[src/rtl/marquee_rect_pkg.sv]
// marquee_rect_pkg: frame constants, segment bits, hex glyphs and the rectangle animation ROM
// Frames are stored as active-high segment sets, one byte per digit (digit 7 in bits 63:56).
package marquee_rect_pkg;
  localparam int FRAME_COUNT = 19;
  localparam logic [4:0] LAST_ADDR = 5'd18;
  localparam logic [7:0] SEG_A = 8'h01, SEG_B = 8'h02, SEG_C = 8'h04, SEG_D = 8'h08;
  localparam logic [7:0] SEG_E = 8'h10, SEG_F = 8'h20, SEG_G = 8'h40, SEG_DP = 8'h80;
  localparam logic [7:0] RECT_LEFT = SEG_A | SEG_D | SEG_E | SEG_F;
  localparam logic [7:0] RECT_RIGHT = SEG_A | SEG_B | SEG_C | SEG_D;
  localparam logic [7:0] RECT_MID = SEG_A | SEG_D;
  localparam logic [7:0] RECT_BOX = RECT_LEFT | SEG_B | SEG_C;
  localparam logic [7:0] BLANK = 8'h00;
  localparam logic [63:0] RECT_W2 = {BLANK, BLANK, BLANK, RECT_LEFT, RECT_RIGHT, BLANK, BLANK, BLANK};
  localparam logic [63:0] RECT_W4 = {BLANK, BLANK, RECT_LEFT, RECT_MID, RECT_MID, RECT_RIGHT, BLANK, BLANK};
  localparam logic [63:0] RECT_W6 = {BLANK, RECT_LEFT, RECT_MID, RECT_MID, RECT_MID, RECT_MID, RECT_RIGHT, BLANK};
  localparam logic [63:0] RECT_W8 = {RECT_LEFT, RECT_MID, RECT_MID, RECT_MID, RECT_MID, RECT_MID, RECT_MID, RECT_RIGHT};
  localparam logic [7:0] HEX_GLYPH [16] = '{
    8'hC0, 8'hF9, 8'hA4, 8'hB0, 8'h99, 8'h92, 8'h82, 8'hF8,
    8'h80, 8'h90, 8'h88, 8'h83, 8'hC6, 8'hA1, 8'h86, 8'h8E
  };
  localparam logic [63:0] FRAME_ROM [FRAME_COUNT] = '{
    RECT_W2, RECT_W4, RECT_W6, RECT_W8,
    64'h0, RECT_W8, 64'h0,
    RECT_W8, RECT_W6, RECT_W4, RECT_W2,
    64'h0,
    {RECT_BOX, 56'h0}, {8'h0, RECT_BOX, 48'h0}, {16'h0, RECT_BOX, 40'h0},
    {24'h0, RECT_BOX, 32'h0}, {32'h0, RECT_BOX, 24'h0}, {40'h0, RECT_BOX, 16'h0},
    {48'h0, RECT_BOX, 8'h0}
  };
endpackage

[src/rtl/marquee_rect_disp_seg7_scan.sv]
// seg7_scan: multiplexes a 64-bit active-low glyph word onto an 8-digit common-anode display
// Ports: CLK100MHZ clock, CPU_RESETN sync active-low reset, data glyphs (digit d in bits 8d+7:8d),
// AN one-cold digit enables, SEG active-low segments; both outputs registered.
module seg7_scan #(
  parameter int SCAN_BITS = 15
) (
  input  logic        CLK100MHZ,
  input  logic        CPU_RESETN,
  input  logic [63:0] data,
  output logic [7:0]  AN,
  output logic [7:0]  SEG
);
  logic [SCAN_BITS-1:0] cnt;
  logic [2:0] seg7_addr;
  always_ff @(posedge CLK100MHZ) begin
    if (!CPU_RESETN) begin
      cnt <= '0;
      seg7_addr <= '0;
      AN <= 8'hFF;
      SEG <= 8'hFF;
    end else begin
      cnt <= cnt + 1'b1;
      if (&cnt) seg7_addr <= seg7_addr + 1'b1;
      AN <= ~(8'b1 << seg7_addr);
      SEG <= data[{seg7_addr, 3'b000} +: 8];
    end
  end
endmodule

[src/rtl/marquee_rect_disp.sv]
// marquee_rect_disp: rectangle animation / scrolling hex text on an 8-digit seven-segment display
// Ports: CLK100MHZ clock, CPU_RESETN sync active-low reset, SW[0] image(1)/text(0), SW[15] fast(1)/slow(0),
// SEG active-low {DP,G,F,E,D,C,B,A}, AN active-low one-cold digit enables (AN[0] rightmost).
// Define MARQUEE_RECT_SIM_SPEED_EN to force SLOW_BIT=13, FAST_BIT=10, SCAN_BITS=4 for simulation.
module marquee_rect_disp
  import marquee_rect_pkg::*;
#(
  parameter logic [31:0] TEXT_VALUE = 32'h2025_1234,
  parameter int SLOW_BIT = 25,
  parameter int FAST_BIT = 22,
  parameter int SCAN_BITS = 15
) (
  input  logic        CLK100MHZ,
  input  logic        CPU_RESETN,
  input  logic [15:0] SW,
  output logic [7:0]  SEG,
  output logic [7:0]  AN
);
`ifdef MARQUEE_RECT_SIM_SPEED_EN
  localparam int SB = 13, FB = 10, SC = 4;
`else
  localparam int SB = SLOW_BIT, FB = FAST_BIT, SC = SCAN_BITS;
`endif
  logic [31:0] clkdiv;
  logic clk_cpu, clk_cpu_q, frame_tick;
  logic [4:0] led_data_addr;
  logic [2:0] rot;
  logic [31:0] text_word;
  logic [63:0] text_data, disp_data;
  assign clk_cpu = SW[15] ? clkdiv[FB] : clkdiv[SB];
  assign frame_tick = clk_cpu & ~clk_cpu_q;
  always_ff @(posedge CLK100MHZ) begin
    if (!CPU_RESETN) begin
      clkdiv <= '0;
      clk_cpu_q <= 1'b0;
      led_data_addr <= '0;
      rot <= '0;
    end else begin
      clkdiv <= clkdiv + 1'b1;
      clk_cpu_q <= clk_cpu;
      if (frame_tick && SW[0]) led_data_addr <= (led_data_addr == LAST_ADDR) ? 5'd0 : led_data_addr + 5'd1;
      if (frame_tick && !SW[0]) rot <= rot + 1'b1;
    end
  end
  // Rotate left by 4*rot: take a 32-bit window out of the doubled word.
  assign text_word = 32'({TEXT_VALUE, TEXT_VALUE} >> (6'd32 - {1'b0, rot, 2'b00}));
  always_comb begin
    text_data = '0;
    for (int i = 0; i < 8; i++) text_data[8*i +: 8] = HEX_GLYPH[text_word[4*i +: 4]];
  end
  assign disp_data = SW[0] ? ~FRAME_ROM[led_data_addr] : text_data;
  seg7_scan #(.SCAN_BITS(SC)) u_scan (
    .CLK100MHZ (CLK100MHZ),
    .CPU_RESETN(CPU_RESETN),
    .data      (disp_data),
    .AN        (AN),
    .SEG       (SEG)
  );
endmodule

[config.mk]
export PLATFORM = sky130hd
export DESIGN_NAME = marquee_rect_disp
export DESIGN_NICKNAME = d
export VERILOG_FILES = /design/src/rtl/marquee_rect_pkg.sv /design/src/rtl/marquee_rect_disp_seg7_scan.sv /design/src/rtl/marquee_rect_disp.sv
export SDC_FILE = /design/constraint.sdc
export NUM_CORES = 1
export LEC_CHECK = 0
export CORE_MARGIN = 2
export CORE_UTILIZATION = 60
export CTS_CLUSTER_SIZE = 30
export DETAILED_ROUTE_END_ITERATION = 8
export DONT_BUFFER_PORTS = 1
export HOLD_SLACK_MARGIN = 0.05
export PLACE_DENSITY = 0.74
export SLEW_MARGIN = 20
export SYNTH_ARGS = -nofsm -noshare
export SYNTH_HDL_FRONTEND = slang
export SYNTH_HIERARCHICAL = 1
export SYNTH_SLANG_ARGS = --single-unit
[constraint.sdc]
create_clock -name CLK100MHZ -period 4.5 [get_ports CLK100MHZ]
set_clock_uncertainty 0.05 [all_clocks]
set_input_delay 0.45 -clock CLK100MHZ [delete_from_list [all_inputs] [get_ports CLK100MHZ]]
set_output_delay 0.45 -clock CLK100MHZ [all_outputs]
set_load 0.05 [all_outputs]
==> results of run 1 <==
[metrics by stage]
stage / cells / cell area [sq um]
2_1_floorplan: 714 / 5707
3_3_place_gp: 787 / 5629
3_5_place_dp: 787 / 5629
4_1_cts: 803 / 5829
5_1_grt: 803 / 5829
6_report: 803 / 5829
[power breakdown]
part | switching [mW] | leakage (nW) | total, mW | internal (mW)
sequential | 0.0186 | 0.559 | 0.637 | 0.618
combinational | 0.0310 | 1.64 | 0.0579 | 0.0269
clock | 0.233 | 0.106 | 0.502 | 0.270
[per-layer routing]
layer  routed length, microns  track usage  up-vias
met2                     5827       0.4060      142
met3                      626      0.04348       26
met5                        0            0        -
met1                     5929       0.3436     2261
li1                         -            -     2406
met4                      286      0.08524        0
[path summary, 6_finish.rpt]
| kind | start | end | slack, ns | depth (start not counted) |
|---|---|---|---|---|
| worst max-delay path | rot[0] | u_scan/SEG[3] | 0.95 | 12 |
| worst min-delay path | CPU_RESETN | u_scan/AN[7] | 0.13 | 1 |
| worst max register to register | rot[0] | u_scan/SEG[3] | 0.95 | 12 |
| worst min register to register | u_scan/cnt[0] | u_scan/cnt[0] | 0.43 | 1 |
[cell type report]
class                   instances  share of cell area
multi-input cells             566              0.6740
clock buffers                  10             0.02361
inverters                      34             0.02189
well taps                     111             0.02382
flip-flops and latches         69              0.2370
repair buffers                  7            0.009015
clock inverters                 6             0.01073
[registers in the layout, summed over array words and instances (netlist names)]
| register | cells |
|---|---|
| u_scan/seg7_addr | 3 |
| u_scan/SEG | 8 |
| u_scan/cnt | 15 |
| u_scan/AN | 8 |
| clk_cpu_q | 1 |
| clkdiv | 26 |
| led_data_addr | 5 |
| rot | 3 |
[worst max-delay path: cells and delay by family, from the launching register on]
family | cells | cell delay (ns)
compound gates | 6 | 1.27
fa+ha+maj | 2 | 0.90
buf+inv | 2 | 0.41
flops | 1 | 0.32
mux | 1 | 0.28
simple gates | 1 | 0.21
[cell families after synthesis]
group	synth area share
multiplexers	0.07973
AND/OR/NAND/NOR	0.2379
XOR/XNOR	0.06652
AO/OA/AOI/OAI	0.1899
other	0.0006602
buffers and inverters	0.06982
flip-flops	0.2432
adder cells (fa/ha/maj)	0.1123
[layout by cell type, fill, tap and decap left out, types with 5 or more instances in the layout]
cell      synthesis  final
nand2_1          73     73
nor3_1           11     11
o22ai_1          11     11
and3_1            6      6
o21ai_0          55     55
nor2b_1          23     23
dfxtp_1          69     69
and2_1           34     34
mux2_2           18     18
a21o_1            9      9
ha_1             51     51
o21ai_1           6      6
mux2i_1          25     25
inv_2             6      6
buf_4             2      7
or3_1             5      5
a21oi_1          26     26
nand4_1          15     15
xnor2_1          28     28
xor2_1           12     12
nand3_1          26     26
nor2_2            5      5
conb_1            1      8
nand2b_1          6      6
a21boi_0          6      6
clkbuf_8          2     10
nor2_1           41     41
a31oi_1           5      5
inv_1            28     28
a22o_1            6      6
==> run metrics, run 1 <==
status=complete, no violations; Final TNS setup=0 ns; clock slew at reported path FFs=around 0.08 ns; global route total overflow=0; P per Cell Area=around 200 nW/um^2; Mean Syn Cell Area=~8.0 sq um; Final setup violation count=0; Cells after Synth=707; area of the multi-input gates=3929 sq um; clock root buffer=clkbuf_8; synth top area cells=dfxtp_1 (24%), ha_1 (11%), o21ai_0 (4.8%); critical path class=flip-flop to flip-flop; top-count cell post-synth=nand2_1; DR iter-0 viols=336; Clock Path Buffers=2; YS warnings=6; Fin. Hold Viols=0; number of gates resized after cts=0; share of the synthesized area in the top cell type=0.2432; relative slew slack=0.3387; Worst Path Required=4.67 ns; Critical Path Max Stage Delay=0.56 ns; largest net degree at the start of global routing=67; Ports=34; WL final=12670 microns; clk_lat worst skew=0.34 ns; ant diodes=0; Worst-Margin Slew=0.9906 ns; VDD IR max=184.0 uV; Buffers on Ports=0; DRT Pass-1 Iters=5; Core Area=9196 sq um; FF+latch area=1381 sq um; H-tree levels=3; crit-path most repeated cell=o21ai_0; ys async rst share=0; fillcell total=803; Startpoint Class=flip-flop; Cell Rows=35; Final Util=0.6339; layout cell share with drive strength beyond 1=0.1055; area delta synth->final=2.621%; Pins Over Slew Limit=0; Post-Syn Area=5680 sq um; CTS tree=yes; min-delay worst type=input port to flip-flop; Fmax=between 200 and 300 MHz; Tot GR Track Use=0.2528; Pleak=2.303 nW; HPWL reported at the end of detailed placement=around 9100 microns; Final Wtd Congestion=0.9544; vias in the first global route=4486; slowest cell on the critical path=o21ai_0; total power=about 1.2 mW; unrepaired setup endpoints after global routing=no; # hold bufs at CTS=0; CTS Buf Count=9; vias per cell=6.021; Commonest cells post-synth=nand2_1 (73), dfxtp_1 (69), o21ai_0 (55); antenna viol nets, final=0; dpl ws=1.015 ns; Tcrit/Tclk final=0.7897; Synth area leader=dfxtp_1; register area share after synthesis=0.2432; hold slack=~0.13 ns; die extent in x=101.3 microns; register bit total from synthesis=69; setup bufs post-CTS=0; Main synth FF type=dfxtp_1; Max Cap Viol=0; Crit path arrival time=3.73 ns; clk sinks=69; Synth cell types=70; Setup WS post-layout=0.9464 ns; final net count=756; Cell Chain, Critical Path=inv_2, ha_1, nand2_1, a21boi_0, o21ai_0, inv_1, ha_1, a21oi_1, o21ai_0, mux2_2, o22ai_1, o21ai_0; CP max FO=17; Vias=4835; Initial Utilization=0.6177; crit end category=flip-flop; Post-synth EDFFs=0; minimum clock period=3.554 ns; Residual DRC=0; routed len/inst=15.78 microns; first-pass GRT wire length=21160 microns; DIE AREA=just over 10000 sq um; Die Height=~100 microns; initial antenna violation count=0
(Power assumes the default switching activity.)
==> run 2, diff against run 1 <==
ABC_AREA = 1   (was unset)
clock period = 3.3 ns   (was 4.5 ns; I/O delays follow)
==> run metrics, run 2 <==
global route total overflow=0; final net count=984; area delta synth->final=4.347%; synth top area cells=dfxtp_1 (24%), nand2_1 (19%), ha_1 (11%); Worst R2R Path Depth=15; YS warnings=6; largest net degree at the start of global routing=42; Fin. Hold Viols=0; min-delay src=CPU_RESETN; ys async rst share=0; min-delay worst type=input port to flip-flop; HPWL reported at the end of detailed placement=10890 microns; Residual DRC=0; VDD IR max=152.7 uV; Cell Rows=35; Placed Cells incl. Taps=1012; P per Cell Area=285.3 nW/um^2; Post-synth EDFFs=0; Most flops, register=clkdiv; most frequent cells in the layout=nand2_1 (288), inv_1 (105), nor2_1 (92), nand3_1 (70), dfxtp_1 (69); WHS Endpoint=u_scan/cnt[10]; commonest non-fill, non-tap cell in the layout=nand2_1; share of the synthesized area in the top cell type=0.2436; worst r2r dst=u_scan/SEG[5]; Buffers on Ports=0; Fmax=around 350 MHz; Pins Over Slew Limit=0; ant diodes=0; first-pass GRT wire length=24290 microns; Setup WS post-layout=0.4757 ns; Finished Layout Cells=1031; hold-critical path depth=2; WL final=between 10000 and 15000 microns; Die Height=101.2 microns; routed len/inst=14.12 microns; Synth cell types=48; GR Layer Usage met2=0.4957; CTS tree=yes; CP max FO=10; die extent in x=101.2 microns; busiest grt layer=met2; max reg flops=26; vias in the first global route=roughly 5.3k; critical path class=flip-flop to flip-flop; relative slew slack=0.4432; initial antenna violation count=0; flop2flop setup slack=0.48 ns; status=complete, no violations; H-tree levels=3; clk_lat worst skew=between 0.3 and 0.4 ns; Core Area=9196 sq um; Worst Path Required=3.54 ns; Initial Utilization=0.6166; Final setup violation count=0; antenna viol nets, final=0; dpl ws=about 0.53 ns; Main synth FF type=dfxtp_1; Tcrit/Tclk final=0.8558; Vias=5732; clk sinks=just under 70; Tot GR Track Use=0.2956; Worst-Margin Slew=0.8322 ns; DR iter-0 viols=390; Commonest cells post-synth=nand2_1 (288), inv_1 (105), nor2_1 (92); Max Cap Viol=0; Mean Syn Cell Area=6.190 sq um; Cells after Synth=roughly 920; layout cell share with drive strength beyond 1=0.06848; Post-Syn Area=between 5000 and 6000 sq um; top-count cell post-synth=nand2_1; Final TNS setup=0 ns; fillcell total=884; Synth area leader=dfxtp_1; vias per cell=roughly 5.6; clock root buffer=clkbuf_8; met3 global-route usage=0.03658; Ports=34; Startpoint Class=flip-flop; biggest regs=clkdiv x26, u_scan/cnt x15; Clock Path Buffers=2; Pleak=2.585 nW; minimum clock period=2.824 ns; Crit path arrival time=3.07 ns; register area share after synthesis=0.2436; unrepaired setup endpoints after global routing=no; M1 GR Usage=0.3709; clock slew at reported path FFs=approximately 0.09 ns; setup bufs post-CTS=0; reg-to-reg critical path startpoint=rot[0]; DRT Pass-1 Iters=5; Final Wtd Congestion=0.9603; register bit total from synthesis=a little under 70; CTS Buf Count=9; crit end category=flip-flop; DIE AREA=10240 sq um
## run 2: logic make-up after synthesis
logic type	Yosys count	synth area share
AO/OA/AOI/OAI	148	0.1498
XOR/XNOR	5	0.007723
adder cells (fa/ha/maj)	51	0.1125
buffers and inverters	142	0.1108
flip-flops	69	0.2436
other	1	0.0006613
AND/OR/NAND/NOR	500	0.3749
## run 2: report_power, final
group,switching (mW),internal [mW]
Combinational,0.0707,0.0365
Clock,0.352,0.359
Sequential,0.0266,0.843
## run 2: worst max-delay path, cell delays in order, from the launching register on
cell and delay, ns:
dfxtp_1 0.32, inv_1 0.24, ha_1 0.31, nand2_1 0.13, nand2_2 0.23, nand2_1 0.10
o21ai_1 0.37, inv_1 0.16, ha_1 0.21, o221ai_1 0.23, nand2_1 0.09, nand3_1 0.08
nand2_1 0.07, nand2_1 0.05, o21ai_1 0.08, inv_1 0.05
## run 2: layout make-up
type / instances / area (sq um) / area share
clock buffer: 9 / 123.9 / 0.02093
clock inverter: 7 / 81.33 / 0.01374
inverter: 116 / 444.2 / 0.07507
multi-input combinational: 712 / 3687 / 0.6232
sequential: 69 / 1381 / 0.2335
tap: 111 / 138.9 / 0.02347
timing repair buffer: 7 / 60.06 / 0.01015
## run 2: per-layer routing
layer,routed length [microns],share of wire
met2,6855,0.47
met4,648,0.045
met5,0,0
met3,736,0.051
met1,6319,0.43
## run 2: worst max-delay path by stage
stage | from | to
global route | rot[0] | u_scan/SEG[6]
CTS | rot[0] | u_scan/SEG[1]
finish | rot[0] | u_scan/SEG[5]
detailed placement | rot[0] | u_scan/SEG[1]
global placement | rot[0] | u_scan/SEG[1]
floorplan | rot[0] | u_scan/SEG[3]
## run 2: timing repair
action,in CTS,in global routing
hold buffers,2,1
gates resized for setup,0,0
hold endpoints to repair,6,1
## run 2: through the flow
| stage | utilization | hold WS [ns] | cell area [sq um] | total power [mW] |
|---|---|---|---|---|
| final | 0.6434 | 0.06655 | 5917 | 1.688 |
| after global routing | 0.6434 | 0.07151 | 5917 | 1.759 |
| after CTS | 0.6423 | 0.05514 | 5907 | 1.699 |
| after detailed placement | 0.6178 | 0.3748 | 5682 | 0.9899 |
| after global placement | 0.6178 | 0.3758 | 5682 | 0.9879 |
| after floorplan | - | 0.3889 | 5697 | 0.9744 |
